[src/rtl/ppu_stream_gen.sv]
// NES-style PPU dot timing and test-pattern stream generator.
// A 4-phase clock divider drives dot/scanline counters; pixel colour comes from a per-frame pattern or external memory.
module ppu_stream_gen #(
  parameter int CLK_DIV   = 4,
  parameter bit SKIP_ODD  = 1'b1,
  parameter int LINES     = 262,
  parameter int VIS_LINES = 240
) (
  input  logic       clk,
  input  logic       rst_n,
  input  logic       enable,
  input  logic [1:0] mode,
  input  logic [5:0] solid_color,
  output logic       clk_ppu,
  output logic       ppu_ce,
  output logic [5:0] color,
  output logic [8:0] scanline,
  output logic [8:0] cycle,
  output logic       frame_start,
  output logic       frame_odd,
  output logic       mem_rd,
  output logic [15:0] mem_addr,
  input  logic [5:0] mem_data
);

  localparam logic [1:0] DIV_LAST  = 2'(CLK_DIV - 1);
  localparam logic [8:0] LAST_DOT  = 9'd340;
  localparam logic [8:0] LAST_LINE = 9'(LINES - 1);
  localparam logic [8:0] VIS_Y     = 9'(VIS_LINES);

  logic [1:0] div_q, div_d;
  logic [8:0] cycle_q, cycle_d;
  logic [8:0] line_q, line_d;
  logic       odd_q, odd_d;
  logic [5:0] color_q, color_d;
  logic [1:0] mode_q, mode_d;
  logic [5:0] solid_q, solid_d;
  logic [5:0] mdata_q, mdata_d;

  logic       ce;
  logic       end_of_line;
  logic       wrap;
  logic [8:0] nxt_cycle;
  logic [8:0] nxt_line;
  logic       nxt_vis;
  logic [7:0] nx;
  logic [7:0] ny;

  function automatic logic [5:0] pixel_color(input logic [1:0] pmode,
                                             input logic [5:0] psolid,
                                             input logic [7:0] px,
                                             input logic [7:0] py,
                                             input logic [5:0] pmem);
    logic [5:0] c;
    case (pmode)
      2'd0:    c = psolid;
      2'd1:    c = {px[7:5], 3'b001};
      2'd2:    c = (px[3] ^ py[3]) ? 6'h30 : 6'h0F;
      default: c = pmem;
    endcase
    return c;
  endfunction

  // Next dot: the position the coming ppu_ce will enter; odd frames drop the last dot of the final line.
  always_comb begin
    end_of_line = (cycle_q == LAST_DOT) ||
                  (SKIP_ODD && odd_q && (line_q == LAST_LINE) && (cycle_q == LAST_DOT - 9'd1));
    wrap        = end_of_line && (line_q == LAST_LINE);
    nxt_cycle   = end_of_line ? 9'd0 : cycle_q + 9'd1;
    if (!end_of_line)
      nxt_line = line_q;
    else if (line_q == LAST_LINE)
      nxt_line = 9'd0;
    else
      nxt_line = line_q + 9'd1;
    nxt_vis = (nxt_line < VIS_Y) && (nxt_cycle != 9'd0) && (nxt_cycle <= 9'd256);
    nx      = nxt_cycle[7:0] - 8'd1;
    ny      = nxt_line[7:0];
  end

  assign ce          = rst_n && enable && (div_q == DIV_LAST);
  assign ppu_ce      = ce;
  assign frame_start = ce && wrap;
  assign clk_ppu     = div_q[1];
  assign mem_rd      = rst_n && enable && (div_q == 2'd1) && (mode_q == 2'd3) && nxt_vis;
  assign mem_addr    = {ny, nx};

  assign color       = color_q;
  assign scanline    = line_q;
  assign cycle       = cycle_q;
  assign frame_odd   = odd_q;

  always_comb begin
    div_d   = div_q;
    cycle_d = cycle_q;
    line_d  = line_q;
    odd_d   = odd_q;
    color_d = color_q;
    mode_d  = mode_q;
    solid_d = solid_q;
    mdata_d = mdata_q;
    if (enable)
      div_d = div_q + 2'd1;
    // Read data returns one clk after the div==1 strobe, so it is held from div==2 until the dot edge.
    if (enable && (div_q == 2'd2) && (mode_q == 2'd3))
      mdata_d = mem_data;
    if (ce) begin
      cycle_d = nxt_cycle;
      line_d  = nxt_line;
      color_d = nxt_vis ? pixel_color(mode_q, solid_q, nx, ny, mdata_q) : 6'h00;
      if (wrap) begin
        odd_d   = ~odd_q;
        mode_d  = mode;
        solid_d = solid_color;
      end
    end
  end

  always_ff @(posedge clk) begin
    if (!rst_n) begin
      div_q   <= 2'd0;
      cycle_q <= 9'd0;
      line_q  <= 9'd0;
      odd_q   <= 1'b0;
      color_q <= 6'h00;
      mode_q  <= 2'd0;
      solid_q <= 6'h00;
    end else begin
      div_q   <= div_d;
      cycle_q <= cycle_d;
      line_q  <= line_d;
      odd_q   <= odd_d;
      color_q <= color_d;
      mode_q  <= mode_d;
      solid_q <= solid_d;
    end
  end

  always_ff @(posedge clk) begin
    mdata_q <= mdata_d;
  end

endmodule

[config.mk]
export PLATFORM = sky130hd
export DESIGN_NAME = ppu_stream_gen
export DESIGN_NICKNAME = d
export VERILOG_FILES = /design/src/rtl/ppu_stream_gen.sv
export SDC_FILE = /design/constraint.sdc
export NUM_CORES = 1
export LEC_CHECK = 0
export BUFFER_PORTS_ARGS = -buffer_cell sky130_fd_sc_hd__clkbuf_2
export CAP_MARGIN = 20
export CORE_UTILIZATION = 59
export CTS_CLUSTER_DIAMETER = 100
export DETAILED_ROUTE_END_ITERATION = 7
export GPL_ROUTABILITY_DRIVEN = 0
export GPL_TIMING_DRIVEN = 0
export PLACE_DENSITY = 0.87
export SLEW_MARGIN = 20
export SYNTH_ARGS = -nofsm -noshare
export SYNTH_HDL_FRONTEND = slang
export SYNTH_SLANG_ARGS = --single-unit
[constraint.sdc]
create_clock -name clk -period 5.63 [get_ports clk]
set_clock_uncertainty 0.2 [all_clocks]
set_input_delay 0.563 -clock clk [delete_from_list [all_inputs] [get_ports clk]]
set_output_delay 0.563 -clock clk [all_outputs]
set_load 0.02 [all_outputs]
== After elaboration in Yosys (flattened, before gate mapping) ==
Index checks and enable logic that the tools add are counted.
Word-level totals
  bits in registers: 41
  bits of input ports: 17
  output and inout port bits: 45
  word-level logic and storage cells: 48
Cells by class
  $add $sub $neg: 4
  $lt $le $gt $ge: 2
  equal/unequal tests: 9
  multiplexer cells: 6
  bitwise operators: 2
  reduce and logical (&&, ||, !) cells: 17
Operator list (count)
  9-bit equality test, second input constant: 3
  9-bit two-way mux: 3
  9-bit by 1-bit adder with 9-bit output, second input constant: 2
  6-bit case mux with 3 select lines: 1
  1-bit logical AND: 13
  6-bit two-way mux: 2
  9-bit <= comparator, second input constant: 1
  9-bit by 8-bit less-than comparator with 1-bit output, second input constant: 1
  9-bit nonzero test: 1
  2-bit equality test, second input constant: 4
  8-bit by 1-bit subtractor with 8-bit output, second input constant: 1
  2-bit by 1-bit equality test with 1-bit output, second input constant: 2
  2-bit by 1-bit adder with 2-bit output, second input constant: 1
  2-bit logical NOT: 1
  2-bit AND reduction: 1
  1-bit logical OR: 1
  1-bit inverter: 1
  1-bit bitwise XOR: 1

== Longest topological paths before layout ==
Gate-level depths: netlist (run 1).
  depth in word-level cells: 10
  depth in mapped cells: 13
  depth with buffers taken out: 12

== Worst setup path after synthesis (run 1) ==
No wires, ideal clock.
  kind: reg-to-output
  start point: reg line_q[0] (netlist: scanline[0])
  end point: out mem_rd
  data arrival time: 3.361 ns
  data required time: 4.867 ns
  slack: 1.506 ns
  cell stages (with the launch flop): 13
  buffers on the path: 1
  cells stage by stage: dfxtp_1 -> ha_1 -> or4b_4 -> nor3_1 -> o21ai_0 -> clkbuf_1 -> nand2_1 -> ha_1 -> o2111ai_1 -> or2_0 -> a22oi_1 -> nand2_1 -> nor3_1
On the way
  longest elaborated chain between the ends: 9
  elaborated cells on any way between the ends: 14
  those cells by class: add/sub: 1; order compare: 2; eq/ne: 1; mux: 3; reduce/logical: 7
RTL lines
  start, declared: line 33  | logic [8:0] line_q, line_d;
  start signal, assigned: line 131  | line_q <= line_d;
  parallel branches: the longest is 7 deep, another holds 9-bit by 1-bit adder with 9-bit output
  1-bit logical AND *: line 76  | nxt_vis = (nxt_line < VIS_Y) && (nxt_cycle != 9'd0) && (nxt_cycle <= 9'd256);
  1-bit logical AND *: line 85  | assign mem_rd = rst_n && enable && (div_q == 2'd1) && (mode_q == 2'd3) && nxt_vis;
  end, declared: line 21  | output logic mem_rd,
Mark *: on every way between the ends.

== Worst setup path in the final report (run 1) ==
  start point: reg cycle_q[1] (netlist: cycle[1])
  end point: out mem_rd
On the way
  longest elaborated chain between the ends: 8
  elaborated cells on any way between the ends: 13
  those cells by class: add/sub: 1; order compare: 2; eq/ne: 2; mux: 2; reduce/logical: 6
RTL lines
  start, declared: line 32  | logic [8:0] cycle_q, cycle_d;
  start signal, assigned: line 130  | cycle_q <= cycle_d;
  parallel branches: the longest is 6 deep, another holds 9-bit by 1-bit adder with 9-bit output
  1-bit logical AND *: line 76
  1-bit logical AND *: line 85
Marked as above.

==> results of run 1 <==
## metrics by stage
step	setup WS [ns]	hold slack (ns)
floorplan	1.51	0.236
global placement	1.32	0.237
detailed placement	1.25	0.243
CTS	0.915	0.224
global route	0.586	0.214
finish	0.816	0.227
## layer usage
metal / up-vias / part of all wire [%]
li1: 1356 / -
met1: 1282 / 45
met2: 119 / 45
met3: 15 / 7.5
met4: 0 / 1.8
met5: - / 0
## flip-flops by register name, indices dropped and copies added (netlist names)
name       cells
color          6
mdata_q        6
solid_q        6
div_q          2
mode_q         2
frame_odd      1
scanline       9
cycle          9
## final cells by class
class	count	area, µm²	share of cell area [%]
inverters	12	45.0	1.37
clock inverters	2	35.0	1.06
multi-input cells	266	1720	52.2
repair buffers	61	305	9.27
plain buffers	30	170	5.17
flip-flops and latches	41	881	26.7
well taps	52	65.1	1.98
clock buffers	6	72.6	2.20
## logic make-up after synthesis
group                    count (synthesis)  share of synthesized area, %
flip-flops                              41                          31.3
AO/OA/AOI/OAI                           79                          20.5
AND/OR/NAND/NOR                        155                          29.0
buffers and inverters                   42                          7.64
multiplexers                             2                         0.889
adder cells (fa/ha/maj)                  8                          3.56
XOR/XNOR                                22                          7.11
## cells in the final DEF (no fill, tap or decap), drive strengths merged, types with 6 or more instances in the layout
cell type / n
nand2: 59
and2: 12
xnor2: 12
nand3: 12
and3: 7
o21ai: 17
nor3: 8
dfxtp: 35
a21oi: 14
ha: 8
nor2b: 9
xor2: 10
inv: 12
buf: 11
nor2: 18
a21boi: 16
edfxtp: 6
clkbuf: 86
## power by group
part / switching [µW] / leakage (µW) / internal [µW]
sequential: 2.26 / 0.000336 / 298
clock: 109 / 0.0000552 / 132
combinational: 21.4 / 0.000959 / 15.0
total: 133 / 0.00135 / 445
## final timing paths
check               from          to  cells past startpoint
max             cycle[1]      mem_rd                     14
max reg2reg     cycle[1]    color[5]                     13
min          mem_data[1]  mdata_q[1]                      1
min reg2reg     color[2]    color[2]                      2
==> metrics.yaml, run 1 <==
status: "complete, but fails checks"
failed_checks: "DRC"
nFillCells: 359
start_util_pct: 62.9
final_util_pct: 73.6
use_met1_pct: 40.5
core_um2: 4470
grt_max_degree: 14
worstSetupPathType: "reg2out"
maxSlewHeadroom_pct: 51.4
wirelength_um: 7220
ys_top_cells_by_area: "dfxtp_1, nand2_1, edfxtp_1, a21boi_0, xnor2_1"
hold_class: "in2reg"
tightest_slew_ns: 0.729
min_period_over_period_pct: 85.5
synth_seq_cells: 41
use_met2_pct: 47.1
synthToLayoutAreaGrowth_pct: 17.0
grt.total_usage_pct: 29.8
cts_root_buf: "clkbuf_8"
synthFlopType: "dfxtp_1"
top_usage_layer: "met2"
powerDensity_nw_per_um2: 175
setup_viol: 0
cts-hold-fix-buffers: 0
syn_nets: 374
dp_hpwl_um: 5300
min_period_ns: 4.81
slowest_delay_ns: 0.45
wl_per_cell_um: 15.4
grt_antenna_before_repair: 0
clkLatencyLatePin_ns: 0.30
syn_avg_cell_area_um2: 8.07
seq_area_frac_synth_pct: 31.3
synthTopCellsByCount: "nand2_1, dfxtp_1, nor2_1"
first_pass_iters: 7
drc: 5
critPathMaxFanout: 10
postCtsSetupBuffers: 0
clkSlewWorstSetupHoldPaths_ns: 0.08
cpMaxStageDelayCell: "clkbuf_1"
cp-start-kind: "flip-flop"
fin_tns_setup_ns: 0
ios: 62
rows: 24
ctsLongestPathBuffers: 2
cts_buffers: 5
synth_area_um2: 2820
cp.buffers_inverters: 4
cap_violations: 0
yosys.area.top_type: "dfxtp_1"
fp.dieArea_um2: 5050
fin_area_um2: 3290
cts_max_level: 2
endpoint_kind: "output pin"
slew_violations: 0
vdd_drop_max_mv: 0.127
rrSetupSlack_ns: 1.65
grt_pass1_vias: 2524
cts_num_sinks: 41
cts_tree: "built"
fp.dieW_um: 71.1
first_iter_violations: 242
synth.most_common_cell: "nand2_1"
grt_pass1_wl_um: 11700
rsz0062_at_grt: "no"
vias: 2772
required_ns: 4.87
synth_warnings: 0
p_leak_uw: 0.00135
worst-endpoint-arrival_ns: 4.05
instances_no_fill: 470
dpl_cell_area_um2: 3190
path_cells: "clkbuf_1 > inv_1 > ha_1 > and3b_1 > o21ai_0 > clkbuf_1 > nand2_1 > ha_1 > o2111ai_1 > a2bb2oi_1 > a22oi_1 > nand2_1 > nor3_1 > clkbuf_2"
ctsResizeCount: 0
ant_nets: 0
crit_family: "buffers and inverters"
syn_inst: 349
synth.distinct_cells: 64
fin_total_pwr_uw: 578
place_inst: 462
port_buffers: 61
nets: 442
yosysTopAreaCellShare_pct: 24.9
synthArstFlopShare_pct: 0
synth-edff-count: 6
globalRouteOverflowTotal: 0
max_freq_mhz: 208
finalHoldViolCount: 0
via_per_inst: 5.90
antenna_cells: 0
grt_util_met3_pct: 6.41
drive_gt1_share_pct: 23.4
dieHeight_um: 71.1
No activity file was read; power rests on OpenSTA's default activity.
==> inputs of run 2 (changes only) <==
Settings changed: PLACE_DENSITY 0.87 to default, PLACE_DENSITY_LB_ADDON from default to 0.05.
==> run 2 against run 1 <==
  * The flow still finishes with violations (DRC)
  * Final cell count stayed put
  * Register-to-register slack improved by 0.08 ns
  * Die area did not move
  * Global-route usage fell by 1.6 points
  * Maximum frequency is 1.3% higher
  * Utilization rose by 0.28 points
  * First-iteration DRC count decreased by 14%
  * Power grew 2.3%
  * Via count is 2.1% lower
  * Clock power increased by 6%
  * Combinational power is 1% lower
  * Largest cell class unchanged
==> metrics.yaml, run 2 (synthesis results as in run 1) <==
status: "complete, but fails checks"
failed_checks: "DRC"
slew_violations: 0
port_buffers: 61
powerDensity_nw_per_um2: 179
p_leak_uw: 0.00135
ctsResizeCount: 0
fin_tns_setup_ns: 0
ant_nets: 0
postCtsSetupBuffers: 0
min_period_ns: 4.75
grt_antenna_before_repair: 0
slowest_delay_ns: 0.56
synthToLayoutAreaGrowth_pct: 17.4
clkSlewWorstSetupHoldPaths_ns: 0.08
via_per_inst: 5.78
cts-hold-fix-buffers: 0
nets: 442
multiInputGateArea_um2: 1720
ios: 62
p_clk_share_pct: 43.1
worst-endpoint-arrival_ns: 3.99
start_util_pct: 62.9
rows: 24
wirelength_um: 6840
hold_class: "in2reg"
rsz0062_at_grt: "no"
drc: 5
internal_power_uw: 457
endpoint_kind: "output pin"
cts_root_buf: "clkbuf_8"
pwr-share-comb_pct: 6.1
netSwitchingPower_uw: 134
r2r_cells: 12
fp.dieArea_um2: 5050
cts_tree: "built"
vdd_drop_max_mv: 0.124
required_ns: 4.87
dpl_cell_area_um2: 3190
mostFrequentLayoutCells: "clkbuf_2, nand2_1, dfxtp_1"
grt_pass1_wl_um: 11300
grt_max_degree: 14
cts_buffers: 5
switching_share_pct: 22.6
wl_per_cell_um: 14.6
first_iter_violations: 207
tightest_slew_ns: 0.753
fin_area_um2: 3310
dp_hpwl_um: 5010
hold_depth: 1
grt_pass1_vias: 2427
dieHeight_um: 71.1
clkLatencyLatePin_ns: 0.30
antenna_cells: 0
instances_no_fill: 470
cts_num_sinks: 41
p_seq_share_pct: 50.8
vias: 2715
core_um2: 4470
critPathMaxFanout: 10
worstSetupPathType: "reg2out"
cp-start-kind: "flip-flop"
maxSlewHeadroom_pct: 49.8
finalHoldViolCount: 0
globalRouteOverflowTotal: 0
place_inst: 462
cap_violations: 0
grt.total_usage_pct: 28.2
setup_viol: 0
cpMaxStageDelayCell: "or4bb_4"
first_pass_iters: 7
min_period_over_period_pct: 84.4
cts_max_level: 2
max_freq_mhz: 210
drive_gt1_share_pct: 23.7
final_common_cell: "clkbuf_2"
seqCellArea_um2: 881
path_cells: "ha_1 > or4bb_4 > nor3_1 > o21ai_0 > clkbuf_1 > nand2_1 > ha_1 > o2111ai_1 > or2_0 > a22oi_1 > nand2_1 > nor3_1 > clkbuf_2"
ctsLongestPathBuffers: 2
fp.dieW_um: 71.1
nFillCells: 379
## run 2: cell count changes in the layout (fill, tap and decap cells not counted)
cell / before / now
clkbuf_8: 6 / 7
clkinv_2: 1 / 0
clkbuf_1: 18 / 17
clkinvlp_4: 0 / 1
## run 2: power groups by stage
stage / registers (µW) / logic (µW) / clock network [µW]
after global placement: 307 / 35.0 / 0
after detailed placement: 307 / 35.6 / 0
final: 300 / 35.9 / 255
after floorplan: 308 / 20.1 / 0
after global routing: 301 / 39.6 / 269
after CTS: 300 / 35.8 / 259
## run 2: worst paths after layout
kind	end	start	slack, ns
setup / recovery	mem_rd	cycle[0]	0.88
hold / removal	mdata_q[2]	mem_data[2]	0.24
setup reg to reg	color[5]	cycle[0]	1.73
hold reg to reg	color[1]	color[1]	0.26
## run 2: per-stage QoR
step	setup slack [ns]	utilization, %	total power (µW)	hold slack [ns]
3_3_place_gp	1.25	71.2	342	0.237
5_1_grt	0.579	73.9	609	0.227
2_1_floorplan	1.51	-	328	0.236
3_5_place_dp	1.24	71.2	343	0.247
6_report	0.877	73.9	591	0.235
4_1_cts	0.899	73.9	596	0.231
## run 2: routing by layer
metal  track usage, %  vias up  share of wire, %
met5                0        -                 0
met4             9.56        0               1.7
met3             5.70       13               8.3
met2             44.1      122                45
met1             39.1     1227                45
li1                 -     1353                 -
## run 2: cell type report
cell class	instances	share of cell area, %
Buffer	30	5.15
Clock buffer	6	2.50
Clock inverter	2	1.14
Inverter	12	1.36
Multi-Input combinational cell	266	52.0
Sequential cell	41	26.6
Tap cell	52	1.97
Timing Repair Buffer	61	9.24
## run 2: critical path: cells and delay by family (launching register included)
| kind | cells | cell delay (ns) |
|---|---|---|
| compound gates | 3 | 0.71 |
| fa+ha+maj | 2 | 0.61 |
| buf+inv | 2 | 0.49 |
| flops | 1 | 0.35 |
| simple gates | 6 | 1.52 |
==> inputs of run 3 (changes only) <==
Settings changed: CORE_UTILIZATION 59 to 49.
Clock period 5.63 ns to 4.1 ns, I/O delays scaled along.
==> run 3 against run 2 <==
  * The flow now finishes without violations
  * Die area rose by 20%
  * Critical path depth rose by 1
  * Clock-buffer cell count did not move
  * Global-route usage fell by 3.3 points
  * Flip-flop and latch count did not move
  * Final cell count rose by 5.1%
  * Hold slack got worse by 0.15 ns
  * Sequential power rose by 38%
  * Sequential share of layout area fell by 0.97 points
  * Largest power group unchanged
==> metrics.yaml, run 3 (synthesis results as in run 1) <==
cts_num_sinks: 41
pwr-share-comb_pct: 6.5
tightest_slew_ns: 0.711
p_leak_uw: 0.00140
hold_class: "in2reg"
dpl_cell_area_um2: 3210
critPathMaxFanout: 10
cts_root_buf: "clkbuf_8"
dp_hpwl_um: 5330
p_seq_share_pct: 50.6
grt_antenna_before_repair: 0
fp.dieW_um: 77.8
final.setup.worst_slack_ns: 0.172
endpoint_kind: "output pin"
ios: 62
via_per_inst: 5.49
antenna_cells: 0
finalHoldViolCount: 0
cp-start-kind: "flip-flop"
required_ns: 3.49
mostFrequentLayoutCells: "clkbuf_2, nand2_1, dfxtp_1"
grt_pass1_vias: 2480
status: "complete, no violations"
first_iter_violations: 154
place_ws_ns: -0.207
vdd_drop_max_mv: 0.150
core_um2: 5510
cts_max_level: 2
dieHeight_um: 77.8
switching_share_pct: 22.8
rsz0062_at_grt: "no"
vias: 2714
globalRouteOverflowTotal: 0
port_buffers: 61
grt_max_degree: 14
cap_violations: 0
start_util_pct: 51.1
drc: 0
ant_nets: 0
min_period_over_period_pct: 95.8
p_clk_share_pct: 42.9
cts_tree: "built"
fin_tns_setup_ns: 0
min_period_ns: 3.93
powerDensity_nw_per_um2: 237
setup_viol: 0
nets: 446
cts-hold-fix-buffers: 0
grt.total_usage_pct: 24.9
cts_buffers: 5
slew_violations: 0
rows: 27
grt_pass1_wl_um: 11800
drive_gt1_share_pct: 27.3
worst-endpoint-arrival_ns: 3.32
fin_area_um2: 3440
worstSetupPathType: "reg2out"
fp.dieArea_um2: 6050
internal_power_uw: 630
wirelength_um: 7320
ctsLongestPathBuffers: 2
first_pass_iters: 4
synthToLayoutAreaGrowth_pct: 22.0
clkLatencyLatePin_ns: 0.30
final_common_cell: "clkbuf_2"
clkSlewWorstSetupHoldPaths_ns: 0.09
netSwitchingPower_uw: 186
max_freq_mhz: 255
maxSlewHeadroom_pct: 52.6
wl_per_cell_um: 14.8
## run 3: changes by cell type in the layout (fill, tap and decap cells not counted), moves of 2 or more
cell	delta
buf_4	+4
ha_1	-2
nor3_1	-2
clkbuf_1	-3
ha_4	+2
## run 3: final cells by class
cell class,instances,area (µm²)
Tap cell,72,90.1
Buffer,30,183
Clock inverter,2,37.5
Timing Repair Buffer,65,338
Sequential cell,41,882
Multi-Input combinational cell,266,1780
Clock buffer,6,82.6
Inverter,12,45.0
Fill cell,548,2070
## run 3: path summary, 6_finish.rpt
path	from	to	slack [ns]	cells past startpoint
setup reg to reg	scanline[1]	color[5]	0.80	13
hold / removal	mem_data[3]	mdata_q[3]	0.08	1
setup / recovery	scanline[1]	mem_rd	0.17	14
hold reg to reg	color[2]	color[2]	0.25	2
## run 3: layer usage
layer	vias up	track usage, %	wire length (µm)
met5	-	0	0
met4	0	10.6	101
met3	12	3.88	449
met2	95	37.7	3370
met1	1248	34.9	3400
li1	1359	-	-
## run 3: through the flow
step | hold slack, ns | instances | util (%) | total power [µW]
2_1_floorplan | 0.236 | 349 | - | 451
3_3_place_gp | 0.238 | 482 | 58.3 | 471
3_5_place_dp | 0.244 | 482 | 58.3 | 472
4_1_cts | 0.0776 | 490 | 61.3 | 823
5_1_grt | 0.0722 | 494 | 62.4 | 841
6_report | 0.0828 | 494 | 62.4 | 816
## run 3: power groups by stage
stage,sequential (µW),clock (µW),combinational [µW]
after CTS,413,359,50.9
final,413,350,52.8
after global placement,422,0,49.1
after global routing,413,369,58.3
after floorplan,423,0,27.6
after detailed placement,422,0,49.8
## run 3: what timing repair did
| action | in CTS | in global routing |
|---|---|---|
| pin swaps | 0 | 2 |
| buffers inserted | 0 | 4 |
| resized for setup | 12 | 10 |
| endpoints found under the setup margin | 3 | 1 |
## run 3: worst max-delay path, stage by stage (launching register included)
cell and delay [ns]:
dfxtp_1 0.36, inv_1 0.09, ha_1 0.13, or4b_4 0.50, nor3_4 0.23, o21ai_2 0.11
clkbuf_8 0.18, nand2_1 0.13, ha_4 0.17, o2111ai_2 0.16, or2_1 0.29, a22oi_2 0.23
nand2_1 0.12, nor3_2 0.13, clkbuf_4 0.19
